### config.mk
export PLATFORM = sky130hd
export DESIGN_NAME = instruction_fetch
export DESIGN_NICKNAME = d
export VERILOG_FILES = /design/src/rtl/instruction_fetch.sv
export SDC_FILE = /design/constraint.sdc
export NUM_CORES = 1
export LEC_CHECK = 0
export CAP_MARGIN = 15
export CORE_MARGIN = 2
export CORE_UTILIZATION = 40
export DETAILED_ROUTE_END_ITERATION = 12
export PLACE_DENSITY = 0.76
export SYNTH_ARGS = -nofsm -noshare
export SYNTH_HDL_FRONTEND = slang
export SYNTH_SLANG_ARGS = --single-unit
### constraint.sdc
create_clock -name i_clk -period 1.65 [get_ports i_clk]
set_input_delay 0.33 -clock i_clk [delete_from_list [all_inputs] [get_ports i_clk]]
set_output_delay 0.33 -clock i_clk [all_outputs]
set_load 0.02 [all_outputs]
### src/rtl/instruction_fetch.sv
// rtl/instruction_fetch.sv - single-outstanding instruction fetch FSM with ack timeout
// Optional misaligned-PC fault check enabled by defining FETCH_ALIGN_CHECK_EN.
module instruction_fetch #(
  parameter int unsigned TIMEOUT_CYCLES = 255
) (
  input  logic        i_clk,
  input  logic        i_rst_n,
  input  logic [31:0] i_PC,
  input  logic        i_start,
  output logic [31:0] o_mem_addr,
  output logic        o_mem_rd,
  input  logic [31:0] i_mem_data,
  input  logic        i_mem_ack,
  output logic [31:0] o_instr,
  output logic        o_instr_DV,
  input  logic        i_instr_consumed,
  output logic        o_load_PC,
  output logic        o_busy,
  output logic        o_timeout,
  output logic        o_fault
);

  localparam logic [1:0]  ST_IDLE  = 2'd0;
  localparam logic [1:0]  ST_REQ   = 2'd1;
  localparam logic [1:0]  ST_VALID = 2'd2;
  localparam logic [15:0] TMO_LAST = 16'(TIMEOUT_CYCLES - 1);

  logic [1:0]  state;
  logic [31:0] addr_q;
  logic [15:0] cnt_q;
  logic [31:0] instr_q;
  logic        load_q;
  logic        tmo_q;
  logic        fault_q;
  logic        misaligned;

`ifdef FETCH_ALIGN_CHECK_EN
  assign misaligned = |i_PC[1:0];
`else
  assign misaligned = 1'b0;
`endif

  always_ff @(posedge i_clk or negedge i_rst_n) begin
    if (!i_rst_n) begin
      state   <= ST_IDLE;
      addr_q  <= 32'h0;
      cnt_q   <= 16'h0;
      instr_q <= 32'h0;
      load_q  <= 1'b0;
      tmo_q   <= 1'b0;
      fault_q <= 1'b0;
    end else begin
      load_q  <= 1'b0;
      tmo_q   <= 1'b0;
      fault_q <= 1'b0;
      case (state)
        ST_IDLE: begin
          if (i_start) begin
            if (misaligned) begin
              fault_q <= 1'b1;
            end else begin
              addr_q <= i_PC;
              cnt_q  <= 16'h0;
              state  <= ST_REQ;
            end
          end
        end
        ST_REQ: begin
          // an ack on the final allowed cycle wins over the timeout
          if (i_mem_ack) begin
            instr_q <= i_mem_data;
            state   <= ST_VALID;
          end else if (cnt_q == TMO_LAST) begin
            tmo_q <= 1'b1;
            state <= ST_IDLE;
          end else begin
            cnt_q <= cnt_q + 16'd1;
          end
        end
        ST_VALID: begin
          if (i_instr_consumed) begin
            load_q <= 1'b1;
            state  <= ST_IDLE;
          end
        end
        default: state <= ST_IDLE;
      endcase
    end
  end

  assign o_mem_rd   = (state == ST_REQ);
  assign o_mem_addr = o_mem_rd ? addr_q : 32'h0;
  assign o_instr    = instr_q;
  assign o_instr_DV = (state == ST_VALID);
  assign o_busy     = (state != ST_IDLE);
  assign o_load_PC  = load_q;
  assign o_timeout  = tmo_q;
  assign o_fault    = fault_q;

endmodule

==> flow_metrics.py, run 1 <==
metrics = {
    "worst_setup_path": {
        "timing.critical_path.fanout_max": 9,
        "cp_slowest_cell": "sky130_fd_sc_hd__dfrtp_1",
        "worst_setup_path_start_kind": "flip-flop",
        "cp.buffers_inverters": 3,
        "worst_r2r_endpoint": "addr_q[12]",
        "worstReg2RegStart": "state[0]",
        "worst_path_largest_cell_delay_ps": 390,
        "wp_data_arrival_ps": 1460,
        "regToRegSetupSlack_ps": -120,
        "worstPathCellList": "nand2b_4, inv_8, clkbuf_16, and2_1, buf_4",
        "rr_worst_depth": 7,
        "crit_type": "flip-flop to output port",
        "critPathCaptureType": "output port",
        "timing.critical_path.depth": 5,
        "cp_top_family": "buffers and inverters",
        "required_worst_endpoint_ps": 1320,
    },
    "final_layout": {
        "filler_cell_count": 668,
        "drive_above_1_share": 0.398,
        "area_growth_syn_to_layout_pct": 63.9,
        "multi_input_area_um2": 1780,
        "layout_common_cells": "84 x sky130_fd_sc_hd__dfrtp_1, 67 x sky130_fd_sc_hd__clkdlybuf4s50_1, 40 x sky130_fd_sc_hd__buf_4, 32 x sky130_fd_sc_hd__mux2_4, 31 x sky130_fd_sc_hd__mux2_2",
        "nets": 551,
        "num_antenna_cells": 0,
        "final_common_cell": "sky130_fd_sc_hd__dfrtp_1",
        "finish.utilization": 0.670,
        "layout.area.seq_um2": 2100,
        "stdcell_count": 596,
    },
    "global_routing": {
        "grt_pass1_wl_um": 16000,
        "globalRouteMet2Util": 0.340,
        "groute.layer.met3.usage": 0.0479,
        "grt_antenna_before_repair": 0,
        "top_usage_layer": "met2",
        "grtUsageMet1": 0.250,
        "grt_start_max_net_pins": 34,
        "via_count_of_the_first_global_routing_pass": 3241,
        "globalRouteOverflowTotal": 0,
        "gr-usage-all-layers": 0.203,
    },
    "power_and_ir_drop": {
        "power_density_nw_per_um2": 1930,
        "cellInternalPower_mw": 7.62,
        "power_frac_seq": 0.294,
        "fraction_of_power_consumed_by_the_clock_network": 0.138,
        "design_power_total_mw": 11.9,
        "combinationalPowerShare": 0.568,
        "power.share.switching": 0.359,
        "p_leak_nw": 2.88,
        "net_load_switching_power_mw": 4.26,
        "peakVddDrop_mv": 1.08,
    },
    "logic_synthesis": {
        "synth_nets": 377,
        "synth.distinct_cells": 44,
        "netlist_instances": 306,
        "yosys_most_used_dff": "sky130_fd_sc_hd__dfrtp_1",
        "synthesis.area_per_instance_um2": 12.3,
        "synth.ff_latch_count": 84,
        "mappedNetlistArea_um2": 3760,
        "synth-async-reset-ratio": 1.00,
        "yosys_warnings": 0,
        "seq_area_frac_synth": 0.559,
        "number_of_synthesized_flops_with_an_enable_pin": 0,
    },
    "status": {
        "run_status": "finished, violations left",
        "failed_checks": "negative setup slack",
    },
    "die": {
        "core.rowCount": 35,
        "die-area_um2": 10200,
        "die_height_um": 101,
        "start_util": 0.409,
        "chipWidth_um": 101,
        "core_area_um2": 9200,
        "count_of_boundary_i_o_pins": 139,
    },
    "clock_network": {
        "cts_tree": "yes",
        "cts_made_buffers": 9,
        "source_to_sink_clock_delay_at_the_later_pin_of_the_worst_skew_pair_ps": 350,
        "h-tree-depth": 3,
        "clockBufferDepth": 2,
        "clk_pin_slew_worst_paths_ps": 90,
        "cts_num_sinks": 84,
        "ctsRootBufferMaster": "sky130_fd_sc_hd__clkbuf_8",
    },
    "placed_design": {
        "post-dp-hpwl_um": 7090,
        "placed_cells": 570,
        "gp_congestion": 0.954,
        "numPortBuffers": 137,
    },
    "timing": {
        "worst_setup_slack_after_layout_ps": -141,
        "post-route-period-util": 1.09,
        "grt_setup_unrepaired": "true",
        "fin_skew_ps": 5.97,
        "fin_setup_tns_ps": -6320,
        "period_minus_slack_ps": 1790,
        "setup_viol": 71,
        "fmax_mhz": 558,
        "finalMaxSlewViolations": 0,
        "hold_viol": 0,
    },
    "detailed_routing": {
        "ant_nets": 0,
        "routed_wl_um": 10700,
        "vias": 3182,
        "drt_first_iter_violations": 141,
        "drt-pass1-iter-count": 4,
        "post_drt_via_cell_ratio": 5.34,
        "route.detailed.drc": 0,
        "wl_per_cell_um": 18.0,
    },
    "min_path": {
        "hold_class": "input port to async pin",
    },
    "flow_run": {
        "timing.max_cap.violations": 0,
    },
}
[per-layer routing]
layer | wire, µm | part of all wire | up-vias
met5 | 0 | 0 | -
li1 | - | - | 1440
met2 | 5710 | 0.53 | 118
met3 | 589 | 0.055 | 16
met1 | 4240 | 0.40 | 1608
met4 | 183 | 0.017 | 0
[worst register-to-register path: cells and delay by family (launching register included)]
family,cells,cell delay [ps]
AO/OA/AOI/OAI,1,200
buffers and inverters,3,440
flip-flops,1,430
multiplexers,1,310
AND/OR/NAND/NOR,2,300
[worst max-delay path by stage]
stage                         start       endpoint  slack (ps)
after detailed placement  i_mem_ack     addr_q[12]        -370
after CTS                  state[0]     addr_q[26]        -110
after global routing       state[1]  o_mem_addr[0]        -180
after global placement    i_mem_ack      addr_q[9]        -340
after floorplan            cnt_q[0]       cnt_q[4]           4
final                      state[1]  o_mem_addr[0]        -140
[stage by stage]
step                setup slack (ps)  hold slack (ps)  cell area [µm²]
global route                    -183              402             6160
floorplan                       3.71             34.4             3770
finish                          -141              400             6160
CTS                             -105              400             5910
detailed placement              -371              242             5510
global placement                -345              239             5510
[final cells by class]
cell class                      instances  area share
Sequential cell                        84       0.341
Timing Repair Buffer                  180       0.305
Multi-Input combinational cell        197       0.289
Tap cell                              111      0.0225
Clock buffer                            9      0.0201
Clock inverter                          7      0.0160
Inverter                                8     0.00609
[cell usage after synthesis (3+ instances only)]
cell / count / area share
sky130_fd_sc_hd__and4_1: 3 / 0.0070
sky130_fd_sc_hd__or4_1: 3 / 0.0060
sky130_fd_sc_hd__a21oi_1: 7 / 0.0093
sky130_fd_sc_hd__nor3_1: 6 / 0.0080
sky130_fd_sc_hd__nor4_1: 5 / 0.0083
sky130_fd_sc_hd__inv_1: 7 / 0.0070
sky130_fd_sc_hd__a31oi_1: 7 / 0.012
sky130_fd_sc_hd__nor2_1: 6 / 0.0060
sky130_fd_sc_hd__nand2_1: 12 / 0.012
sky130_fd_sc_hd__clkbuf_1: 7 / 0.0070
sky130_fd_sc_hd__and2_1: 33 / 0.055
sky130_fd_sc_hd__mux2_2: 62 / 0.19
sky130_fd_sc_hd__dfrtp_1: 84 / 0.56
sky130_fd_sc_hd__o21ai_0: 8 / 0.011
sky130_fd_sc_hd__nand2b_1: 4 / 0.0067
sky130_fd_sc_hd__buf_2: 8 / 0.011
sky130_fd_sc_hd__nand3_1: 6 / 0.0080
sky130_fd_sc_hd__nand4_1: 4 / 0.0067
[timing repair]
action	CTS	global route
resized for setup	256	51
gates cloned	3	3
hold buffers	1	0
hold endpoints to repair	19	0
buffers inserted	4	0
pin swaps	2	5
endpoints found under the setup margin	102	85
[sequential cells by signal, indices dropped and copies added, names as in the netlist]
| register | flops |
|---|---|
| addr_q | 32 |
| cnt_q | 16 |
| o_instr | 32 |
| o_load_PC | 1 |
| o_timeout | 1 |
| state | 2 |
[power by group through the flow]
stage / sequential (mW) / clock, mW / combinational [mW]
global route: 3.60 / 1.77 / 7.09
floorplan: 3.91 / 0 / 2.46
detailed placement: 3.48 / 0 / 5.62
CTS: 3.46 / 1.67 / 6.15
global placement: 3.42 / 0 / 5.53
finish: 3.49 / 1.64 / 6.75
[logic make-up (layout without fill, tap and decap cells)]
group | after synthesis | after routing | share of synthesized area
and+or+nand+nor | 91 | 91 | 0.142
AOI/OAI and AO/OA | 38 | 38 | 0.0679
muxes | 65 | 65 | 0.194
adders and majority gates | 2 | 2 | 0.00666
buffers and inverters | 25 | 204 | 0.0290
other | 1 | 1 | 0.000998
DFF | 84 | 84 | 0.559
Note: power is estimated with default switching activity, not from simulation.
==> inputs of run 2 (changes only) <==
- CAP_MARGIN: 15 -> 10
- CORE_ASPECT_RATIO: default -> 1.4
==> run 2 against run 1 <==
  * Worst hold slack improved by 86 ps
  * Sequential power grew 2%
  * Highest routed layer unchanged
  * First-iteration DRC count up 62%
  * The flow still finishes with violations (negative setup slack)
  * Largest power group unchanged
  * Cell area is 5.9% higher
==> flow_metrics.py, run 2 (synthesis results as in run 1) <==
metrics = {
    "worst_setup_path": {
        "crit_type": "flip-flop to flip-flop",
        "cp.buffers_inverters": 2,
        "wp_data_arrival_ps": 2040,
        "rr_worst_depth": 6,
        "regToRegSetupSlack_ps": -180,
        "worst_r2r_endpoint": "addr_q[0]",
        "required_worst_endpoint_ps": 1870,
        "critPathCaptureType": "flip-flop",
        "critical_path_launch_point": "state[0]",
        "cp_slowest_cell": "sky130_fd_sc_hd__dfrtp_1",
        "worst_setup_path_start_kind": "flip-flop",
        "timing.critical_path.fanout_max": 16,
        "cp_top_family": "flip-flops",
        "worstReg2RegStart": "state[0]",
        "worstPathCellList": "buf_6, nand2b_4, a21o_1, nor2_4, clkbuf_16, mux2_2",
        "worst_path_largest_cell_delay_ps": 430,
    },
    "global_routing": {
        "grtUsageMet1": 0.228,
        "grt_pass1_wl_um": 16600,
        "globalRouteMet2Util": 0.374,
        "grt_antenna_before_repair": 0,
        "grt_start_max_net_pins": 34,
        "groute.layer.met3.usage": 0.0398,
        "globalRouteOverflowTotal": 0,
        "via_count_of_the_first_global_routing_pass": 3398,
        "gr-usage-all-layers": 0.210,
        "top_usage_layer": "met2",
    },
    "placed_design": {
        "placed_cells": 564,
        "gp_congestion": 0.846,
        "numPortBuffers": 137,
        "post-dp-hpwl_um": 7100,
    },
    "die": {
        "die_height_um": 119,
        "core_area_um2": 9080,
        "chipWidth_um": 85.9,
        "core.rowCount": 41,
        "start_util": 0.414,
        "die-area_um2": 10200,
        "count_of_boundary_i_o_pins": 139,
    },
    "final_layout": {
        "multi_input_area_um2": 1880,
        "num_antenna_cells": 0,
        "layout_common_cells": "84 x sky130_fd_sc_hd__dfrtp_1, 79 x sky130_fd_sc_hd__clkdlybuf4s50_1, 43 x sky130_fd_sc_hd__mux2_4, 37 x sky130_fd_sc_hd__buf_6, 32 x sky130_fd_sc_hd__and2_4",
        "drive_above_1_share": 0.432,
        "area_growth_syn_to_layout_pct": 73.6,
        "stdcell_count": 595,
        "filler_cell_count": 592,
        "nets": 554,
        "final_common_cell": "sky130_fd_sc_hd__dfrtp_1",
        "layout.area.seq_um2": 2100,
    },
    "detailed_routing": {
        "ant_nets": 0,
        "routed_wl_um": 12100,
        "post_drt_via_cell_ratio": 5.41,
        "wl_per_cell_um": 20.3,
        "route.detailed.drc": 0,
        "drt-pass1-iter-count": 4,
        "drt_first_iter_violations": 228,
        "vias": 3217,
    },
    "clock_network": {
        "ctsRootBufferMaster": "sky130_fd_sc_hd__clkbuf_16",
        "clk_pin_slew_worst_paths_ps": 70,
        "h-tree-depth": 3,
        "cts_tree": "yes",
        "source_to_sink_clock_delay_at_the_later_pin_of_the_worst_skew_pair_ps": 340,
        "cts_num_sinks": 84,
        "clockBufferDepth": 2,
        "cts_made_buffers": 9,
    },
    "timing": {
        "hold_viol": 0,
        "finalMaxSlewViolations": 0,
        "period_minus_slack_ps": 1830,
        "grt_setup_unrepaired": "true",
        "fin_skew_ps": 7.45,
        "fmax_mhz": 547,
        "worst_setup_slack_after_layout_ps": -178,
        "post-route-period-util": 1.11,
        "setup_viol": 88,
        "fin_setup_tns_ps": -8460,
        "hold-worst-slack_ps": 486,
    },
    "flow_run": {
        "timing.max_cap.violations": 0,
    },
    "power_and_ir_drop": {
        "peakVddDrop_mv": 1.29,
        "power_density_nw_per_um2": 2010,
        "p_leak_nw": 3.14,
    },
    "min_path": {
        "hold_class": "input port to async pin",
    },
    "status": {
        "failed_checks": "negative setup slack",
        "run_status": "finished, violations left",
    },
}
==> run 2: cell type report <==
type | count | area share
tap | 107 | 0.0205
clock buffer | 10 | 0.0351
inverter | 8 | 0.00652
multi-input combinational | 197 | 0.288
clock inverter | 6 | 0.0136
sequential | 84 | 0.322
timing repair buffer | 183 | 0.314
==> run 2: repair_timing <==
item,4_1_cts,5_1_grt
buffers inserted,3,3
endpoints found under the hold margin,24,0
pin swaps,2,34
resized for setup,243,97
endpoints found under the setup margin,75,121
hold buffers,1,0
gates cloned,1,8
==> run 2: per-layer routing <==
layer,wire length [µm],vias to the layer above
li1,-,1446
met1,4460,1623
met2,6740,128
met3,591,20
met4,323,0
met5,0,-
==> run 2: power by group <==
part	switching, mW	total, mW	internal [mW]
clock	0.843	2.17	1.33
combinational	3.14	7.36	4.23
sequential	0.579	3.56	2.99
==> run 2: worst register-to-register path, stage by stage (launching register included) <==
cell and delay [ps]:
sky130_fd_sc_hd__dfrtp_1 430, sky130_fd_sc_hd__buf_6 150, sky130_fd_sc_hd__nand2b_4 130, sky130_fd_sc_hd__a21o_1 230, sky130_fd_sc_hd__nor2_4 190, sky130_fd_sc_hd__clkbuf_16 220
sky130_fd_sc_hd__mux2_2 350
==> run 2: worst max path at each step <==
stage | to | slack, ps | cells after the start
floorplan | cnt_q[4] | 4 | 7
global placement | addr_q[19] | -300 | 6
detailed placement | addr_q[18] | -320 | 6
global route | addr_q[0] | -190 | 6
finish | addr_q[0] | -180 | 6
CTS | addr_q[18] | -90 | 6
==> run 2: metrics by stage <==
stage               power, mW  utilization  cell area (µm²)  setup slack [ps]
global placement         8.93        0.605             5490              -300
floorplan                6.37            -             3770              3.71
detailed placement       9.07        0.605             5490              -322
global route             13.6        0.718             6520              -192
CTS                      11.8        0.660             5990             -85.3
finish                   13.1        0.718             6520              -178
==> inputs of run 3 (changes only) <==
- CORE_ASPECT_RATIO: 1.4 -> 0.6
==> run 3 against run 2 <==
  * The run still ends with negative setup slack left
  * Count of clock-buffer cells in the layout increased by 1
  * Routed wire length is 13% lower
  * Sequential share of layout area grew 1.4 points
  * Sequential power down 1%
  * Critical path type is now flip-flop to output port
  * Largest power group unchanged
==> flow_metrics.py, run 3 (synthesis results as in run 1) <==
metrics = {
    "detailed_routing": {
        "routed_wl_um": 10500,
        "met2_length_um": 4990,
        "route.detailed.drc": 0,
        "post_drt_via_cell_ratio": 5.07,
        "drt-pass1-iter-count": 4,
        "route.top_layer_used": "met4",
        "vias": 3103,
        "met3RoutedLength_um": 1070,
        "drt_first_iter_violations": 140,
        "routedLengthMet1_um": 4360,
        "wl_per_cell_um": 17.2,
        "ant_nets": 0,
    },
    "worst_setup_path": {
        "required_worst_endpoint_ps": 1320,
        "crit_type": "flip-flop to output port",
        "wp_data_arrival_ps": 1440,
        "timing.critical_path.fanout_max": 7,
        "critPathCaptureType": "output port",
        "worst_setup_path_start_kind": "flip-flop",
    },
    "timing": {
        "fmax_mhz": 564,
        "hold_viol": 0,
        "finalMaxSlewViolations": 0,
        "fin_skew_ps": 5.58,
        "setup_viol": 68,
        "post-route-period-util": 1.07,
        "grt_setup_unrepaired": "true",
        "worst_setup_slack_after_layout_ps": -123,
        "period_minus_slack_ps": 1770,
    },
    "min_path": {
        "hold_class": "input port to async pin",
    },
    "power_and_ir_drop": {
        "design_power_total_mw": 12.2,
        "power_density_nw_per_um2": 1950,
        "fraction_of_power_consumed_by_the_clock_network": 0.170,
        "p_leak_nw": 2.88,
        "cellInternalPower_mw": 7.95,
        "combinationalPowerShare": 0.542,
        "peakVddDrop_mv": 1.28,
        "power.share.switching": 0.348,
        "power_frac_seq": 0.288,
        "net_load_switching_power_mw": 4.24,
    },
    "clock_network": {
        "cts_num_sinks": 84,
        "clk_pin_slew_worst_paths_ps": 60,
        "ctsRootBufferMaster": "sky130_fd_sc_hd__clkbuf_16",
        "cts_made_buffers": 9,
        "cts_tree": "yes",
        "clockBufferDepth": 2,
        "source_to_sink_clock_delay_at_the_later_pin_of_the_worst_skew_pair_ps": 340,
        "hold_buffers": 0,
        "h-tree-depth": 3,
    },
    "flow_run": {
        "timing.max_cap.violations": 0,
    },
    "die": {
        "die-area_um2": 10200,
        "core.rowCount": 27,
        "die_height_um": 79.1,
        "chipWidth_um": 129,
        "count_of_boundary_i_o_pins": 139,
        "start_util": 0.410,
        "core_area_um2": 9160,
    },
    "status": {
        "run_status": "finished, violations left",
        "failed_checks": "negative setup slack",
    },
    "final_layout": {
        "nets": 548,
        "final_common_cell": "sky130_fd_sc_hd__dfrtp_1",
        "drive_above_1_share": 0.434,
        "area_growth_syn_to_layout_pct": 66.4,
        "layout_common_cells": "84 x sky130_fd_sc_hd__dfrtp_1, 73 x sky130_fd_sc_hd__clkdlybuf4s50_1, 54 x sky130_fd_sc_hd__mux2_2, 37 x sky130_fd_sc_hd__buf_6, 32 x sky130_fd_sc_hd__and2_4",
        "num_antenna_cells": 0,
    },
    "global_routing": {
        "grt_pass1_wl_um": 16200,
        "globalRouteOverflowTotal": 0,
        "gr-usage-all-layers": 0.209,
        "grt_start_max_net_pins": 85,
        "grt_antenna_before_repair": 0,
        "via_count_of_the_first_global_routing_pass": 3204,
    },
    "placed_design": {
        "dp_worst_setup_slack_ps": -297,
        "gp_congestion": 0.888,
        "post-dp-hpwl_um": 7130,
        "numPortBuffers": 137,
    },
}
==> run 3: through the flow <==
step	hold WS (ps)	area [µm²]	setup TNS, ps	utilization	cells
finish	0.890	6250	-6530	0.683	612
detailed placement	394	5520	-24740	0.603	588
CTS	35.2	6080	-6530	0.665	609
floorplan	34.4	3770	0	-	306
global route	49.1	6250	-11780	0.683	612
global placement	401	5520	-22640	0.603	588
==> run 3: path summary, 6_finish.rpt <==
check,start,endpoint,slack (ps),cells past startpoint
min in group i_clk,o_instr[30],o_instr[30],500,1
max in group asynchronous,i_rst_n,state[0],1270,2
worst max register to register,state[0],addr_q[9],-110,6
worst min register to register,o_instr[30],o_instr[30],500,1
worst max-delay path,state[1],o_mem_addr[11],-120,6
worst min-delay path,i_rst_n,cnt_q[7],0.9,2
==> run 3: routing by layer <==
metal	GRT usage	up-vias
li1	-	1433
met1	0.273	1541
met2	0.319	118
met3	0.0896	11
met4	0.0598	0
met5	0	-
==> run 3: power by group through the flow <==
stage          logic (mW)  registers (mW)  clock network [mW]
6_report             6.61            3.51                2.07
5_1_grt              7.00            3.65                2.21
4_1_cts              6.37            3.51                2.12
3_5_place_dp         5.59            3.50                   0
3_3_place_gp         5.45            3.43                   0
2_1_floorplan        2.46            3.91                   0
==> run 3: critical path, stage by stage, from the launching register on <==
cell,delay [ps]
sky130_fd_sc_hd__dfrtp_1,380
sky130_fd_sc_hd__nand2b_4,160
sky130_fd_sc_hd__inv_6,80
sky130_fd_sc_hd__buf_12,120
sky130_fd_sc_hd__buf_12,110
sky130_fd_sc_hd__and2_4,140
sky130_fd_sc_hd__buf_6,110
==> run 3: cell type report <==
class,count,area (µm²)
clock inverters,5,57.6
multi-input cells,197,1740
flip-flops and latches,84,2100
repair buffers,177,1900
clock buffers,11,253
inverters,8,35.0
well taps,130,163
fillers,668,2900
==> run 3: repair_timing <==
| item | CTS | global route |
|---|---|---|
| buffers inserted | 2 | 2 |
| endpoints found under the setup margin | 90 | 91 |
| pin swaps | 22 | 10 |
| hold endpoints to repair | 0 | 0 |
| gates cloned | 3 | 1 |
| resized for setup | 267 | 42 |
==> RTL change: new RTL, config.mk and constraints of run 1 <==
Reset style: synchronous (`i_rst_n`), changed in one clocked block.
--- a/src/rtl/instruction_fetch.sv
+++ b/src/rtl/instruction_fetch.sv
@@ -40,7 +40,7 @@
   assign misaligned = 1'b0;
 `endif
 
-  always_ff @(posedge i_clk or negedge i_rst_n) begin
+  always_ff @(posedge i_clk) begin
     if (!i_rst_n) begin
       state   <= ST_IDLE;
       addr_q  <= 32'h0;
Function: differs if i_rst_n is asserted again (counterexample within 4 cycles, from zero or initial values and one cycle with i_rst_n low); with i_rst_n held inactive, the same outputs for 4 cycles.
==> RTL change against run 1 <==
Cell area decreased by 3.2%. The flow still finishes with violations (negative setup slack). Routed wire length down 3.2%. Register-to-register slack improved by 0.11 ns. Area after synthesis decreased by 1.6%. Synthesized cell count up 49%. Critical endpoint is now o_mem_addr[16]. Worst setup slack improved by 0.12 ns. Sequential cell count unchanged.
Power is not compared: it rests on default switching activity, and its combinational part moved more than twofold at a synthesized area within 25%.
==> RTL change: results (changes against run 1) <==
- Top cells by area in the synthesized netlist: dfxtp_1 45%, nand2_1 14%, a21boi_1 8.3% (was dfrtp_1 56%, mux2_2 19%, and2_1 5.5%).
- The number of global-route vias before repair is 3409 (was 3241).
- The path category of the worst min-delay check is in -> reg (was in -> async).
- The area growth from synthesis to final layout is 61.2% (was 63.9%).
- The final instance count without filler cells is 738 (was 596).
- The synthesized net count is 526 (was 377).
- The number of different library cells in the post-synthesis netlist is 43 (was 44).
- The area used by multi-input combinational logic is 2000 sq um (was 1780 sq um).
- The share of flip-flops with an asynchronous set or reset is 0% (was 100%).
- The dominant synthesized flop cell is dfxtp_1 (was dfrtp_1).
- The maximum fanout along the worst path is 17 (was 9).
- The number of clock buffers in the layout is 10 (was 9).
- The data-path buffer share of cell area in the final layout is 32.5% (was 30.5%).
- The count of endpoints failing setup in the final report is 11 (was 71).
- The routed length per placed instance is 14.1 um (was 18.0 um).
- Status: complete, but fails checks (unchanged).
- The global-route wire length before repair was 15700 um (was 16000 um).
- The final worst setup slack was -0.0192 ns (was -0.141 ns).
- The multiplexer share of the synthesized area is 0% (was 19.4%).
- The total global routing track utilization was 19.5% (was 20.3%).
- Failing checks: negative setup slack (unchanged).
- The placed standard-cell area is 5450 sq um (was 5510 sq um).
- The number of cell instances on the worst register-to-register path is 5 (was 7).
- The slowest library cell on the worst path was dfxtp_2 (was dfrtp_1).
- The sequential element share of the synthesized area is 45.5% (was 55.9%).
[RTL change: per-layer routing]
metal	wire [um]	vias up	part of all wire (%)	track usage [%]
met5	0	-	0	0
met4	108	0	1.0	6.22
met3	882	10	8.5	5.85
met2	4890	136	47	32.4
met1	4490	1690	43	24.3
li1	-	1856	-	-
[RTL change: logic make-up (layout without fill, tap and decap cells)]
logic type,Yosys count,after routing
buffers and inverters,32,204
AOI/OAI and AO/OA,108,108
other,1,1
DFF,84,84
and+or+nand+nor,228,228
adders and majority gates,2,2
[RTL change: final timing paths]
check,from,endpoint,slack (ns)
max,state[1],o_mem_addr[16],-0.02
min,i_rst_n,o_instr[29],0.38
max reg2reg,cnt_q[10],cnt_q[13],-0.01
min reg2reg,o_instr[13],o_instr[13],0.45
[RTL change: stage by stage]
stage	TNS, ns	utilization, %
2_1_floorplan	0	-
3_3_place_gp	-10.65	59.9
3_5_place_dp	-13.24	59.9
4_1_cts	-0.399	61.6
5_1_grt	-1.76	65.5
6_report	-0.120	65.5
